===== config.mk =====
export PLATFORM = sky130hd
export DESIGN_NAME = glb_cluster_seq
export DESIGN_NICKNAME = d
export VERILOG_FILES = /design/src/rtl/glb_cluster_seq.sv
export SDC_FILE = /design/constraint.sdc
export NUM_CORES = 1
export LEC_CHECK = 0
export CELL_PAD_IN_SITES_DETAIL_PLACEMENT = 0
export CELL_PAD_IN_SITES_GLOBAL_PLACEMENT = 2
export CORE_UTILIZATION = 30
export DETAILED_ROUTE_END_ITERATION = 8
export PLACE_DENSITY = 0.81
export SETUP_SLACK_MARGIN = 0.2
export SYNTH_ARGS = -nofsm -noshare
export SYNTH_HDL_FRONTEND = slang
export SYNTH_SLANG_ARGS = --single-unit

===== constraint.sdc =====
create_clock -name clk -period 3.9 [get_ports clk]
set_input_delay 0.585 -clock clk [delete_from_list [all_inputs] [get_ports clk]]
set_output_delay 0.585 -clock clk [all_outputs]
set_load 0.02 [all_outputs]

===== src/rtl/glb_cluster_seq.sv =====
// glb_cluster_seq: job sequencer for one GLB cluster.
// Loads the iact and weight GLBs from one stream, waits for compute, then drains the psum GLB.
// Ports:
//   clk, reset           rising-edge clock, async active-high reset
//   start, num_*         job start pulse and word counts (latched at start)
//   compute_done         PE cluster finished
//   in_data/valid/ready  load stream
//   write_en/w_addr/w_data_{iact,wght}  GLB write ports
//   read_req_psum, r_addr_psum, r_data_psum  psum GLB read port (1-cycle latency)
//   psum_out_data/valid/ready  drain stream
//   compute_start, busy, done  job status
module glb_cluster_seq #(
  parameter int DATA_BITWIDTH = 16,
  parameter int ADDR_BITWIDTH = 10
) (
  input  logic                     clk,
  input  logic                     reset,
  input  logic                     start,
  input  logic [ADDR_BITWIDTH-1:0] num_iact,
  input  logic [ADDR_BITWIDTH-1:0] num_wght,
  input  logic [ADDR_BITWIDTH-1:0] num_psum,
  input  logic                     compute_done,
  input  logic [DATA_BITWIDTH-1:0] in_data,
  input  logic                     in_valid,
  output logic                     in_ready,
  output logic                     write_en_iact,
  output logic [ADDR_BITWIDTH-1:0] w_addr_iact,
  output logic [DATA_BITWIDTH-1:0] w_data_iact,
  output logic                     write_en_wght,
  output logic [ADDR_BITWIDTH-1:0] w_addr_wght,
  output logic [DATA_BITWIDTH-1:0] w_data_wght,
  output logic                     read_req_psum,
  output logic [ADDR_BITWIDTH-1:0] r_addr_psum,
  input  logic [DATA_BITWIDTH-1:0] r_data_psum,
  output logic [DATA_BITWIDTH-1:0] psum_out_data,
  output logic                     psum_out_valid,
  input  logic                     psum_out_ready,
  output logic                     compute_start,
  output logic                     busy,
  output logic                     done
);

  localparam logic [2:0] S_IDLE  = 3'd0;
  localparam logic [2:0] S_IACT  = 3'd1;
  localparam logic [2:0] S_WGHT  = 3'd2;
  localparam logic [2:0] S_COMP  = 3'd3;
  localparam logic [2:0] S_DRAIN = 3'd4;
  localparam logic [2:0] S_DONE  = 3'd5;

  localparam logic [ADDR_BITWIDTH-1:0] L_ONE =
    {{(ADDR_BITWIDTH-1){1'b0}}, 1'b1};

  logic [2:0]               r_state;
  logic [2:0]               w_next;
  logic [ADDR_BITWIDTH-1:0] r_cnt;
  logic [ADDR_BITWIDTH-1:0] r_num_iact;
  logic [ADDR_BITWIDTH-1:0] r_num_wght;
  logic [ADDR_BITWIDTH-1:0] r_num_psum;
  logic                     r_we_iact;
  logic [ADDR_BITWIDTH-1:0] r_wa_iact;
  logic [DATA_BITWIDTH-1:0] r_wd_iact;
  logic                     r_we_wght;
  logic [ADDR_BITWIDTH-1:0] r_wa_wght;
  logic [DATA_BITWIDTH-1:0] r_wd_wght;
  logic                     r_cstart;
  logic                     r_out_valid;
  logic                     r_fresh;
  logic [DATA_BITWIDTH-1:0] r_out_data;

  logic                     w_hs;
  logic [ADDR_BITWIDTH-1:0] w_cur_num;
  logic                     w_last;
  logic                     w_issue;
  logic                     w_drain_end;

  assign in_ready  = (r_state == S_IACT) || (r_state == S_WGHT);
  assign w_hs      = in_valid && in_ready;
  assign w_cur_num = (r_state == S_IACT) ? r_num_iact : r_num_wght;
  assign w_last    = (r_cnt == (w_cur_num - L_ONE));

  // The output slot doubles as the in-flight marker: it is claimed
  // when a read issues, so at most one word is ever outstanding.
  assign w_issue = (r_state == S_DRAIN)
                && (r_cnt != r_num_psum)
                && (!r_out_valid || psum_out_ready);

  // All reads issued and the held word leaves: that was the last one.
  assign w_drain_end = (r_state == S_DRAIN)
                    && r_out_valid && psum_out_ready
                    && (r_cnt == r_num_psum);

  always_comb begin
    w_next = r_state;
    case (r_state)
      S_IDLE: begin
        if (start) begin
          if (num_iact != '0)      w_next = S_IACT;
          else if (num_wght != '0) w_next = S_WGHT;
          else                     w_next = S_COMP;
        end
      end
      S_IACT: begin
        if (w_hs && w_last)
          w_next = (r_num_wght != '0) ? S_WGHT : S_COMP;
      end
      S_WGHT: begin
        if (w_hs && w_last) w_next = S_COMP;
      end
      S_COMP: begin
        if (compute_done)
          w_next = (r_num_psum != '0) ? S_DRAIN : S_DONE;
      end
      S_DRAIN: begin
        if (w_drain_end) w_next = S_DONE;
      end
      S_DONE:  w_next = S_IDLE;
      default: w_next = S_IDLE;
    endcase
  end

  always_ff @(posedge clk or posedge reset) begin
    if (reset) begin
      r_state     <= S_IDLE;
      r_cnt       <= '0;
      r_num_iact  <= '0;
      r_num_wght  <= '0;
      r_num_psum  <= '0;
      r_we_iact   <= 1'b0;
      r_wa_iact   <= '0;
      r_wd_iact   <= '0;
      r_we_wght   <= 1'b0;
      r_wa_wght   <= '0;
      r_wd_wght   <= '0;
      r_cstart    <= 1'b0;
      r_out_valid <= 1'b0;
      r_fresh     <= 1'b0;
      r_out_data  <= '0;
    end else begin
      r_state   <= w_next;
      r_we_iact <= 1'b0;
      r_we_wght <= 1'b0;
      r_cstart  <= (w_next == S_COMP) && (r_state != S_COMP);
      r_fresh   <= w_issue;

      if ((r_state == S_IDLE) && start) begin
        r_num_iact <= num_iact;
        r_num_wght <= num_wght;
        r_num_psum <= num_psum;
        r_cnt      <= '0;
      end

      if (w_hs) begin
        if (r_state == S_IACT) begin
          r_we_iact <= 1'b1;
          r_wa_iact <= r_cnt;
          r_wd_iact <= in_data;
        end else begin
          r_we_wght <= 1'b1;
          r_wa_wght <= r_cnt;
          r_wd_wght <= in_data;
        end
        r_cnt <= w_last ? '0 : r_cnt + L_ONE;
      end

      if (w_issue) r_cnt <= r_cnt + L_ONE;

      if (w_issue)             r_out_valid <= 1'b1;
      else if (psum_out_ready) r_out_valid <= 1'b0;

      // Capture the GLB word on its arrival cycle so it stays put
      // under backpressure even if the GLB output later changes.
      if (r_fresh)                r_out_data <= r_data_psum;
      else if (r_state == S_DONE) r_out_data <= '0;
    end
  end

  assign write_en_iact  = r_we_iact;
  assign w_addr_iact    = r_wa_iact;
  assign w_data_iact    = r_wd_iact;
  assign write_en_wght  = r_we_wght;
  assign w_addr_wght    = r_wa_wght;
  assign w_data_wght    = r_wd_wght;
  assign read_req_psum  = w_issue;
  assign r_addr_psum    = w_issue ? r_cnt : '0;
  // Word is presented straight from the GLB in its arrival cycle,
  // which gives valid one cycle after the read request.
  assign psum_out_data  = r_fresh ? r_data_psum : r_out_data;
  assign psum_out_valid = r_out_valid;
  assign compute_start  = r_cstart;
  assign busy           = (r_state != S_IDLE);
  assign done           = (r_state == S_DONE);

endmodule


Word level (Yosys, flattened, before mapping) --
Index checks and enable logic that the tools add are counted.
Cells by class: reductions and logical operators 23, multiplexer cells 25, eq/ne operators 10, add/sub/neg operators 2, bitwise operators 1
Operators by type and width (number):
- $mux W10 | 6
- $mux W16 | 3
- $reduce_bool A10 Y1 | 4
- $eq A10 B10 Y1 | 2
- $mux W3 | 5
- $pmux W3 S5 | 1
- $add A10 B1 Y10 const B | 1
- $ne A10 B10 Y1 | 1
- $sub A10 B1 Y10 const B | 1
- $eq A3 B2 Y1 const B | 3
- $logic_and A1 B1 Y1 | 9
- $mux W1 | 9
- $eq A3 B3 Y1 const B | 2
- $reduce_bool A3 Y1 | 2
- $reduce_and A2 Y1 | 2
- $reduce_bool A2 Y1 | 2
- $eq A3 B1 Y1 const B | 1
- $logic_not A3 Y1 | 1
- $ne A3 B2 Y1 const B | 1
- $logic_or A1 B1 Y1 | 2
- $mux W2 | 1
- $logic_not A1 Y1 | 1
- $not A1 Y1 | 1
Storage, ports and cells: input bits 68, flip-flop bits (word level) 116

Logic depth before layout (Yosys ltp) --
Gate-level depths: netlist (run 1).
depth after elaboration 9, depth in mapped cells 12

Least setup slack after synthesis (run 1) --
OpenSTA, ideal clock, no wires.
path type register to register, start reg r_state[1], end reg r_cnt[3], data arrival time 2919 ps, required time 3774 ps, path buffers 2, path slack 855 ps, cell stages (with the launch flop) 13, setup time 126 ps, clock period less this slack 3045 ps, path through dfrtp_1 -> or3b_4 -> buf_6 -> mux2i_1 -> ha_1 -> o211ai_1 -> a211oi_1 -> and2_1 -> o21ai_1 -> or4_1 -> buf_2 -> o21ai_4 -> nor2_1
Between the ends: word-level cells in the longest chain between the ends 7
Ends and longest elaborated chain:
- from (decl) | line 53 | logic [2:0] r_state;
- from (signal assigned) | line 139 | r_state <= w_next;
- $eq A3 B1 Y1 | line 76, 78
- $mux W10 | line 78 | assign w_cur_num = (r_state == S_IACT) ? r_num_iact : r_num_wght;
- $sub A10 B1 Y10 | line 79 | assign w_last = (r_cnt == (w_cur_num - L_ONE));
- $eq A10 B10 Y1 | line 79
- $mux W10 | line 162 | r_cnt <= w_last ? '0 : r_cnt + L_ONE;
- $mux W10 | line 152 | if (w_hs) begin
- $mux W10 | line 165 | if (w_issue) r_cnt <= r_cnt + L_ONE;
- to (signal assigned) | line 162
- to (signal assigned) | line 165
- to (decl) | line 55 | logic [ADDR_BITWIDTH-1:0] r_cnt;
Several ways; a longest one is shown, not always the timed one. A chain may end at the register's enable or synchronous reset.

Worst setup path in the final report (run 1) --
Ends and elaborated chain as after synthesis.

==> results of run 1 <==
## metal layers
metal / vias up / global-route usage, % / part of all wire, %
li1: 2121 / - / -
met1: 2171 / 22.5 / 44
met2: 112 / 28.2 / 49
met3: 14 / 5.26 / 5.8
met4: 0 / 6.16 / 1.6
met5: - / 0 / 0
## power by group
| group | total (mW) | internal, mW | switching (mW) |
|---|---|---|---|
| Clock | 1.54 | 0.955 | 0.581 |
| Combinational | 2.22 | 1.06 | 1.16 |
| Sequential | 1.83 | 1.56 | 0.271 |
## stage by stage
step | std cells | hold slack, ns | power, mW
floorplan | 542 | 0.459 | 3.21
global placement | 905 | 0.478 | 4.03
detailed placement | 905 | 0.496 | 4.07
CTS | 937 | 0.508 | 5.64
global route | 937 | 0.525 | 5.96
finish | 937 | 0.501 | 5.59
## cells in the final DEF (no fill, tap or decap), types with 12 or more instances in the layout
| cell | Yosys | layout |
|---|---|---|
| sky130_fd_sc_hd__o21ai_0 | 24 | 24 |
| sky130_fd_sc_hd__and2_1 | 14 | 14 |
| sky130_fd_sc_hd__a21boi_0 | 16 | 16 |
| sky130_fd_sc_hd__nand2_1 | 115 | 115 |
| sky130_fd_sc_hd__xnor2_1 | 27 | 27 |
| sky130_fd_sc_hd__mux2i_1 | 12 | 12 |
| sky130_fd_sc_hd__dfrtp_1 | 116 | 116 |
| sky130_fd_sc_hd__mux2_2 | 53 | 53 |
| sky130_fd_sc_hd__nor2_1 | 27 | 25 |
| sky130_fd_sc_hd__inv_1 | 24 | 23 |
| sky130_fd_sc_hd__clkbuf_16 | 0 | 17 |
| sky130_fd_sc_hd__clkdlybuf4s50_1 | 0 | 153 |
## registers in the layout, summed over array words and instances, names as in the netlist
signal and cells:
compute_start 1, psum_out_valid 1, r_cnt 10, r_fresh 1, r_num_iact 10, r_num_psum 10
r_num_wght 10, r_out_data 16, r_state 3, w_addr_iact 10, w_addr_wght 10, w_data_iact 16
w_data_wght 16, write_en_iact 1, write_en_wght 1
## layout make-up
type                       instances  area (um2)
timing repair buffer             165        1630
inverter                          24        92.6
sequential                       116        2900
multi-input combinational        371        2430
clock inverter                    12         130
tap                              229         287
fill                            1754       10100
clock buffer                      20         447
## cell families (layout without fill, tap and decap cells)
kind of cell / Yosys count / after routing
muxes: 66 / 66
and+or+nand+nor: 206 / 206
adders and majority gates: 2 / 2
AOI/OAI and AO/OA: 64 / 64
xor gates and xnor gates: 33 / 33
buffers and inverters: 55 / 221
DFF: 116 / 116
## what timing repair did
item,in CTS,in global routing
gates resized for setup,0,2
hold endpoints to repair,0,0
endpoints found under the setup margin,0,11
## how the worst min path moves through the flow
stage          cells past startpoint            from             end
2_1_floorplan                      2   r_num_iact[7]   r_num_iact[7]
3_3_place_gp                       2  w_addr_iact[8]  w_addr_iact[8]
3_5_place_dp                       1  w_addr_wght[4]  w_addr_wght[4]
4_1_cts                            1  w_data_wght[9]  w_data_wght[9]
5_1_grt                            1  w_addr_wght[9]  w_addr_wght[9]
6_report                           2   r_num_iact[7]   r_num_iact[7]
## worst register-to-register path, delay by kind of cell (launching register included)
family | cells | cell delay (ns)
and+or+nand+nor | 4 | 1.40
AOI/OAI and AO/OA | 4 | 0.76
DFF | 1 | 0.51
adders and majority gates | 1 | 0.29
muxes | 1 | 0.28
==> impl_metrics.json, run 1 <==
{
  "worst_slew_pin_slew_ns": 1.07,
  "cpPeakStageDelay_ns": 0.58,
  "synth_area_per_cell_um2": 10.2,
  "avgViaCountPerCell": 4.72,
  "post_cts_hold_buffer_count": 0,
  "p_per_area_nw_per_um2": 706,
  "critical_path_peak_fanout": 12,
  "cts_post_setup_buffers_inserted": 0,
  "number_of_diodes_added_for_antenna_fixing": 0,
  "h-tree-depth": 4,
  "die_y_um": 138,
  "final_critical_path_setup_slack_ns": 0.532,
  "synth_top_family_by_area": "simple AND/OR/NAND/NOR gates",
  "critical_path.reg2reg.endpoint": "r_cnt[3]",
  "areaGrowthSynthToFinish_pct": 43.0,
  "maxSlewHeadroom_pct": 28.3,
  "post-synth-top-area-fraction_pct": 52.4,
  "tritoncts_clock_tree": "yes",
  "edff_count_synth": 0,
  "regToRegSetupSlack_ns": 0.53,
  "timing.final.setup_violations": 0,
  "worst-path-stages": 10,
  "number_of_warning_messages_in_the_yosys_log": 0,
  "rsz0062_at_grt": "false",
  "remaining_drcs": 0,
  "globalRouteTotalUtil_pct": 17.6,
  "seq_area_frac_synth_pct": 52.4,
  "layout.cell_area.non_filler_um2": 7930,
  "detailed_placement_hpwl_mm": 11.2,
  "worstPathBufferInverterCount": 0,
  "synth.cells.most_frequent": "sky130_fd_sc_hd__dfrtp_1, sky130_fd_sc_hd__nand2_1, sky130_fd_sc_hd__mux2_2, sky130_fd_sc_hd__nor2_1, sky130_fd_sc_hd__xnor2_1",
  "synth_area_um2": 5540,
  "grt_first_pass_wirelength_mm": 24.9,
  "hold_class": "register to register",
  "setup.worst_path.class": "register to register",
  "detailedPlace.worstSlack_ns": 0.367,
  "r2r_start": "r_state[1]",
  "wl_mm": 15.8,
  "max_cap_violations": 0,
  "design.die.area_um2": 19000,
  "drt-wirelength-per-cell_um": 16.8,
  "arrival_ns": 3.66,
  "gp_congestion": 0.812,
  "grt_overflow": 0,
  "core_region_area_um2": 18000,
  "post-route-min-period_ns": 3.37,
  "ratio_of_cells_with_drive_above_1_in_the_final_layout_pct": 15.1,
  "cts_buffers": 17,
  "dr.first_iter.drc_count": 185,
  "dpl_cell_area_um2": 7340,
  "tritoncts_num_sinks": 116,
  "die_x_um": 138,
  "worstSetupStartpoint": "r_state[1]",
  "final-hold-violation-count": 0,
  "end_of_the_critical_path": "r_cnt[3]",
  "critPathCaptureType": "register",
  "period_share_pct": 86.4,
  "yosys_register_bits": 116,
  "critical-path-top-delay-family": "simple AND/OR/NAND/NOR gates",
  "core.rowCount": 49,
  "async_flop_share_pct": 100,
  "clock-root-buffer": "sky130_fd_sc_hd__clkbuf_16",
  "worst_clock_skew_ns": 0.00479,
  "starting_density_of_the_core_pct": 30.7,
  "synthesis.instances": 542,
  "synth.net_count": 612,
  "port-buffer-count": 153,
  "synth_cell_types": 50,
  "synthSimpleGateAreaFrac_pct": 17.2,
  "worst_path_max_delay_cell": "sky130_fd_sc_hd__or4_4",
  "initial_drt_pass_iterations": 4,
  "status": "finished, final reports clean",
  "final_core_util_pct": 44.0,
  "antenna_found_initial": 0,
  "synth_area_leaders": "sky130_fd_sc_hd__dfrtp_1, sky130_fd_sc_hd__mux2_2, sky130_fd_sc_hd__nand2_1",
  "worstPathCellList": "or3b_4 > mux2i_1 > ha_1 > o211ai_1 > a211oi_2 > and2_1 > o21ai_1 > or4_4 > o21ai_4 > nor2_1",
  "vdd_drop_max_v": 0.000342,
  "post_synth_xor_area_fraction_pct": 5.22,
  "worst_r2r_path_depth": 10,
  "synth_mux_area_share_pct": 13.2,
  "synth_top_flop_cell": "sky130_fd_sc_hd__dfrtp_1",
  "grt_max_degree": 60,
  "vias": 4418,
  "synth_compound_area_share_pct": 7.61,
  "number_of_global_route_vias_before_repair": 4583,
  "bufs_on_longest_clock_path": 2,
  "top_level_ports": 154,
  "layout_net_count": 765,
  "critPathRequiredTime_ns": 4.19,
  "setup-tns-final_ns": 0,
  "p_leak_nw": 3.45,
  "clock.fmax_mhz": 297,
  "routed_antenna_nets": 0,
  "post_synthesis_adder_cell_area_fraction_pct": 0.452,
  "final_max_slew_viol_count": 0,
  "yosysMostFrequentCell": "sky130_fd_sc_hd__dfrtp_1",
  "yosysTopAreaCell": "sky130_fd_sc_hd__dfrtp_1",
  "start_kind": "register",
  "cts.clk_slew.worst_paths_ns": 0.06,
  "worstSkewPairLatency_ns": 0.41
}
Power figures use the tool's default switching activity.
==> run 2, diff against run 1 <==
Settings changed: SETUP_SLACK_MARGIN 0.2 to not set.
==> run 2 against run 1 <==
Net effect:
- largest cell class unchanged
- first-iteration DRC count rose by 4.3%
- clock power hardly changed
- register-to-register slack got worse by 0.21 ns
- total power fell by 0.22%
- largest power group unchanged
- count of clock-buffer cells in the layout unchanged
- cell count stayed put
==> impl_metrics.json, run 2 (synthesis gave the netlist of run 1 again) <==
{
  "status": "finished, final reports clean",
  "setup-tns-final_ns": 0,
  "routed_antenna_nets": 0,
  "starting_density_of_the_core_pct": 30.7,
  "met1_global_route_usage_pct": 22.5,
  "cts_repair_resize_count": 0,
  "p_leak_nw": 3.45,
  "register_area_um2": 2900,
  "arrival_ns": 3.87,
  "rsz0062_at_grt": "false",
  "area_of_the_multi_input_gates_um2": 2420,
  "p_per_area_nw_per_um2": 705,
  "dr.first_iter.drc_count": 193,
  "drt-wirelength-per-cell_um": 16.8,
  "worst_path_max_delay_cell": "sky130_fd_sc_hd__or4_1",
  "layout.cells.most_common": "sky130_fd_sc_hd__clkdlybuf4s50_1",
  "groute.layer.met2.usage_pct": 28.2,
  "post-route-min-period_ns": 3.57,
  "timing.final.setup_violations": 0,
  "core_region_area_um2": 18000,
  "period_share_pct": 91.6,
  "design.die.area_um2": 19000,
  "max_cap_violations": 0,
  "cts.clk_slew.worst_paths_ns": 0.06,
  "number_of_diodes_added_for_antenna_fixing": 0,
  "h-tree-depth": 4,
  "tritoncts_num_sinks": 116,
  "remaining_drcs": 0,
  "worst_slew_pin_slew_ns": 1.08,
  "grt_max_degree": 60,
  "maxSlewHeadroom_pct": 27.9,
  "layout_net_count": 765,
  "worstSkewPairLatency_ns": 0.41,
  "areaGrowthSynthToFinish_pct": 42.9,
  "clock.fmax_mhz": 280,
  "critPathRequiredTime_ns": 4.19,
  "top_level_ports": 154,
  "tritoncts_clock_tree": "yes",
  "grt_util_met3_pct": 5.26,
  "final-hold-violation-count": 0,
  "hold_class": "register to register",
  "gr-max-usage-layer": "met2",
  "port-buffer-count": 153,
  "setup.worst_path.class": "register to register",
  "grt_overflow": 0,
  "clock-root-buffer": "sky130_fd_sc_hd__clkbuf_16",
  "total_power_mw": 5.58,
  "core.rowCount": 49,
  "number_of_global_route_vias_before_repair": 4583,
  "ratio_of_cells_with_drive_above_1_in_the_final_layout_pct": 14.8,
  "globalRouteTotalUtil_pct": 17.6,
  "initial_drt_pass_iterations": 4,
  "cpPeakStageDelay_ns": 0.67,
  "die_y_um": 138,
  "wl_mm": 15.8,
  "whs_ns": 0.501,
  "final_max_slew_viol_count": 0,
  "antenna_found_initial": 0,
  "start_kind": "register",
  "die_x_um": 138,
  "detailed_placement_hpwl_mm": 11.2,
  "gp_congestion": 0.812,
  "grt_first_pass_wirelength_mm": 24.9,
  "nFillCells": 1751,
  "cts_buffers": 17,
  "vdd_drop_max_v": 0.000343,
  "critPathCaptureType": "register",
  "final_core_util_pct": 43.9,
  "bufs_on_longest_clock_path": 2,
  "worstPathCellList": "or3b_4 > mux2i_1 > ha_1 > o211ai_1 > a211oi_1 > and2_1 > o21ai_1 > or4_1 > o21ai_4 > nor2_1",
  "cts_post_setup_buffers_inserted": 0,
  "worst_clock_skew_ns": 0.00493,
  "critical_path_peak_fanout": 12,
  "post_cts_hold_buffer_count": 0,
  "avgViaCountPerCell": 4.71,
  "mostFrequentLayoutCells": "sky130_fd_sc_hd__clkdlybuf4s50_1, sky130_fd_sc_hd__dfrtp_1, sky130_fd_sc_hd__nand2_1",
  "vias": 4416
}
run 2: worst paths after layout:
| check | to | cells past startpoint | start | slack [ns] |
|---|---|---|---|---|
| setup / recovery | r_cnt[6] | 10 | r_state[1] | 0.33 |
| hold / removal | r_num_iact[7] | 2 | r_num_iact[7] | 0.50 |
| setup reg to reg | r_cnt[6] | 10 | r_state[1] | 0.33 |
| hold reg to reg | r_num_iact[7] | 2 | r_num_iact[7] | 0.50 |
| max in group asynchronous | r_num_iact[7] | 3 | reset | 2.45 |
| min in group asynchronous | r_out_data[4] | 2 | reset | 0.66 |
run 2: metrics by stage:
stage	instances	instance area [um2]	worst slack, ns
3_5_place_dp	905	7340	0.367
2_1_floorplan	542	5540	0.243
3_3_place_gp	905	7340	0.512
6_report	937	7920	0.326
4_1_cts	937	7920	0.358
5_1_grt	937	7920	0.0797
run 2: power by group:
group	switching (mW)	total (mW)	internal [mW]	leakage (nW)
Clock	0.582	1.54	0.955	0.268
Sequential	0.270	1.83	1.56	1.46
Combinational	1.15	2.21	1.06	1.72
Total	2.00	5.58	3.58	3.45
run 2: layer usage:
layer  vias up  wire length (um)
li1       2118                 -
met1      2174              6940
met2       109              7650
met3        15               933
met4         0               240
met5         -                 0
run 2: layout make-up:
| class | instances | area share (%) |
|---|---|---|
| well taps | 229 | 3.62 |
| clock inverters | 12 | 1.64 |
| multi-input cells | 371 | 30.6 |
| inverters | 24 | 1.17 |
| flip-flops and latches | 116 | 36.7 |
| repair buffers | 165 | 20.6 |
| clock buffers | 20 | 5.64 |
run 2: worst max-delay path: cells and delay by family (launching register included):
family | cells | cell delay (ns)
AOI/OAI and AO/OA | 4 | 0.84
adders and majority gates | 1 | 0.29
DFF | 1 | 0.52
muxes | 1 | 0.27
and+or+nand+nor | 4 | 1.52
==> run 3, diff against run 2 <==
Settings changed: PLACE_DENSITY 0.81 to not set, PLACE_DENSITY_LB_ADDON set to 0.2.
==> run 3 against run 2 <==
Net effect:
- cell count down 0.43%
- largest cell class unchanged
- final area fell by 0.49%
- non-clock buffer count shrank 4
- register-to-register slack gained 0.03 ns
- critical path type unchanged
- count of clock-buffer cells in the layout decreased by 2
- global-route usage down 0.22 points
==> impl_metrics.json, run 3 (synthesis gave the netlist of run 1 again) <==
{
  "cts_buffers": 17,
  "tritoncts_clock_tree": "yes",
  "gp_congestion": 0.774,
  "detailed_placement_hpwl_mm": 11.2,
  "number_of_global_route_vias_before_repair": 4609,
  "max_cap_violations": 0,
  "globalRouteTotalUtil_pct": 17.4,
  "power_frac_seq_pct": 34.9,
  "clock-root-buffer": "sky130_fd_sc_hd__clkbuf_16",
  "timing.final.setup_violations": 0,
  "worst_slew_pin_slew_ns": 1.06,
  "initial_drt_pass_iterations": 4,
  "top_level_ports": 154,
  "setup.worst_path.class": "register to register",
  "net-switching-power_mw": 2.02,
  "groute.layer.met2.usage_pct": 26.7,
  "grt_overflow": 0,
  "layout.cells.most_common": "sky130_fd_sc_hd__clkdlybuf4s50_1",
  "layout_net_count": 761,
  "critPathCaptureType": "register",
  "core.rowCount": 49,
  "dpl_cell_area_um2": 7300,
  "met1_global_route_usage_pct": 22.4,
  "vdd_drop_max_v": 0.000313,
  "remaining_drcs": 0,
  "worstSkewPairLatency_ns": 0.42,
  "final_critical_path_setup_slack_ns": 0.357,
  "grt_first_pass_wirelength_mm": 24.4,
  "avgViaCountPerCell": 4.71,
  "hold_class": "register to register",
  "maxSlewHeadroom_pct": 29.4,
  "power_report.internal_total_mw": 3.49,
  "h-tree-depth": 4,
  "number_of_diodes_added_for_antenna_fixing": 0,
  "period_share_pct": 90.8,
  "critPathRequiredTime_ns": 4.20,
  "drt-wirelength-per-cell_um": 16.6,
  "grt_max_degree": 86,
  "p_leak_nw": 3.43,
  "cts.clk_slew.worst_paths_ns": 0.06,
  "rsz0062_at_grt": "false",
  "final_max_slew_viol_count": 0,
  "antenna_found_initial": 0,
  "dp.cells": 901,
  "clock.fmax_mhz": 282,
  "port-buffer-count": 153,
  "die_x_um": 138,
  "layout.cell_area.non_filler_um2": 7880,
  "layout.cells.non_filler": 933,
  "wl_mm": 15.5,
  "setup-tns-final_ns": 0,
  "grt_util_met3_pct": 5.92,
  "critical_path_peak_fanout": 12,
  "dr.first_iter.drc_count": 194,
  "die_y_um": 138,
  "status": "finished, final reports clean",
  "vias": 4398,
  "tritoncts_num_sinks": 116,
  "worst_clock_skew_ns": 0.00644,
  "areaGrowthSynthToFinish_pct": 42.2,
  "mostFrequentLayoutCells": "sky130_fd_sc_hd__clkdlybuf4s50_1, sky130_fd_sc_hd__dfrtp_1, sky130_fd_sc_hd__nand2_1",
  "design.die.area_um2": 19000,
  "whs_ns": 0.488,
  "post_cts_hold_buffer_count": 0,
  "p_per_area_nw_per_um2": 700,
  "cts_post_setup_buffers_inserted": 0,
  "routed_antenna_nets": 0,
  "power_frac_clock_pct": 27.6,
  "arrival_ns": 3.84,
  "core_region_area_um2": 18000,
  "start_kind": "register",
  "power.combinational.fraction_pct": 37.5,
  "starting_density_of_the_core_pct": 30.7,
  "final-hold-violation-count": 0,
  "post-route-min-period_ns": 3.54,
  "gr-max-usage-layer": "met2",
  "bufs_on_longest_clock_path": 2,
  "ratio_of_cells_with_drive_above_1_in_the_final_layout_pct": 14.6,
  "cts_repair_resize_count": 0,
  "detailedPlace.worstSlack_ns": 0.385,
  "switching_share_pct": 36.6
}
-- run 3: routing by layer --
metal	wire (um)	share of wire, %
met5	0	0
met4	236	1.5
met3	1410	9.1
met2	7110	46
met1	6760	44
-- run 3: critical path, stage by stage (launching register included) --
cell	delay, ns
sky130_fd_sc_hd__dfrtp_1	0.52
sky130_fd_sc_hd__or3b_4	0.56
sky130_fd_sc_hd__mux2i_1	0.26
sky130_fd_sc_hd__ha_1	0.27
sky130_fd_sc_hd__o211ai_1	0.13
sky130_fd_sc_hd__a211oi_1	0.36
sky130_fd_sc_hd__and2_1	0.18
sky130_fd_sc_hd__o21ai_1	0.06
sky130_fd_sc_hd__or4_1	0.68
sky130_fd_sc_hd__o21ai_4	0.32
sky130_fd_sc_hd__nor2_1	0.09
-- run 3: power by group through the flow --
stage / logic [mW] / registers (mW) / clock network, mW
floorplan: 1.33 / 1.88 / 0
global placement: 2.06 / 1.95 / 0
detailed placement: 2.08 / 1.95 / 0
CTS: 2.09 / 1.93 / 1.56
global route: 2.29 / 1.98 / 1.62
finish: 2.07 / 1.92 / 1.52
-- run 3: worst paths after layout --
check                      cells after the start        endpoint            from  slack (ns)
setup / recovery                              10        r_cnt[6]      r_state[1]        0.36
hold / removal                                 2  w_addr_iact[8]  w_addr_iact[8]        0.49
setup reg to reg                              10        r_cnt[6]      r_state[1]        0.36
hold reg to reg                                2  w_addr_iact[8]  w_addr_iact[8]        0.49
max in group asynchronous                      3  w_addr_wght[7]           reset        2.26
min in group asynchronous                      2   r_out_data[2]           reset        0.77
-- run 3: area by class of cell --
cell class,count,area (um2)
Clock buffer,18,439
Clock inverter,14,141
Fill cell,1778,10100
Inverter,24,92.6
Multi-Input combinational cell,371,2420
Sequential cell,116,2900
Tap cell,229,287
Timing Repair Buffer,161,1590
-- run 3: through the flow --
step | total power, mW | utilization (%)
floorplan | 3.21 | -
global placement | 4.01 | 40.5
detailed placement | 4.03 | 40.5
CTS | 5.59 | 43.7
global route | 5.90 | 43.7
finish | 5.52 | 43.7
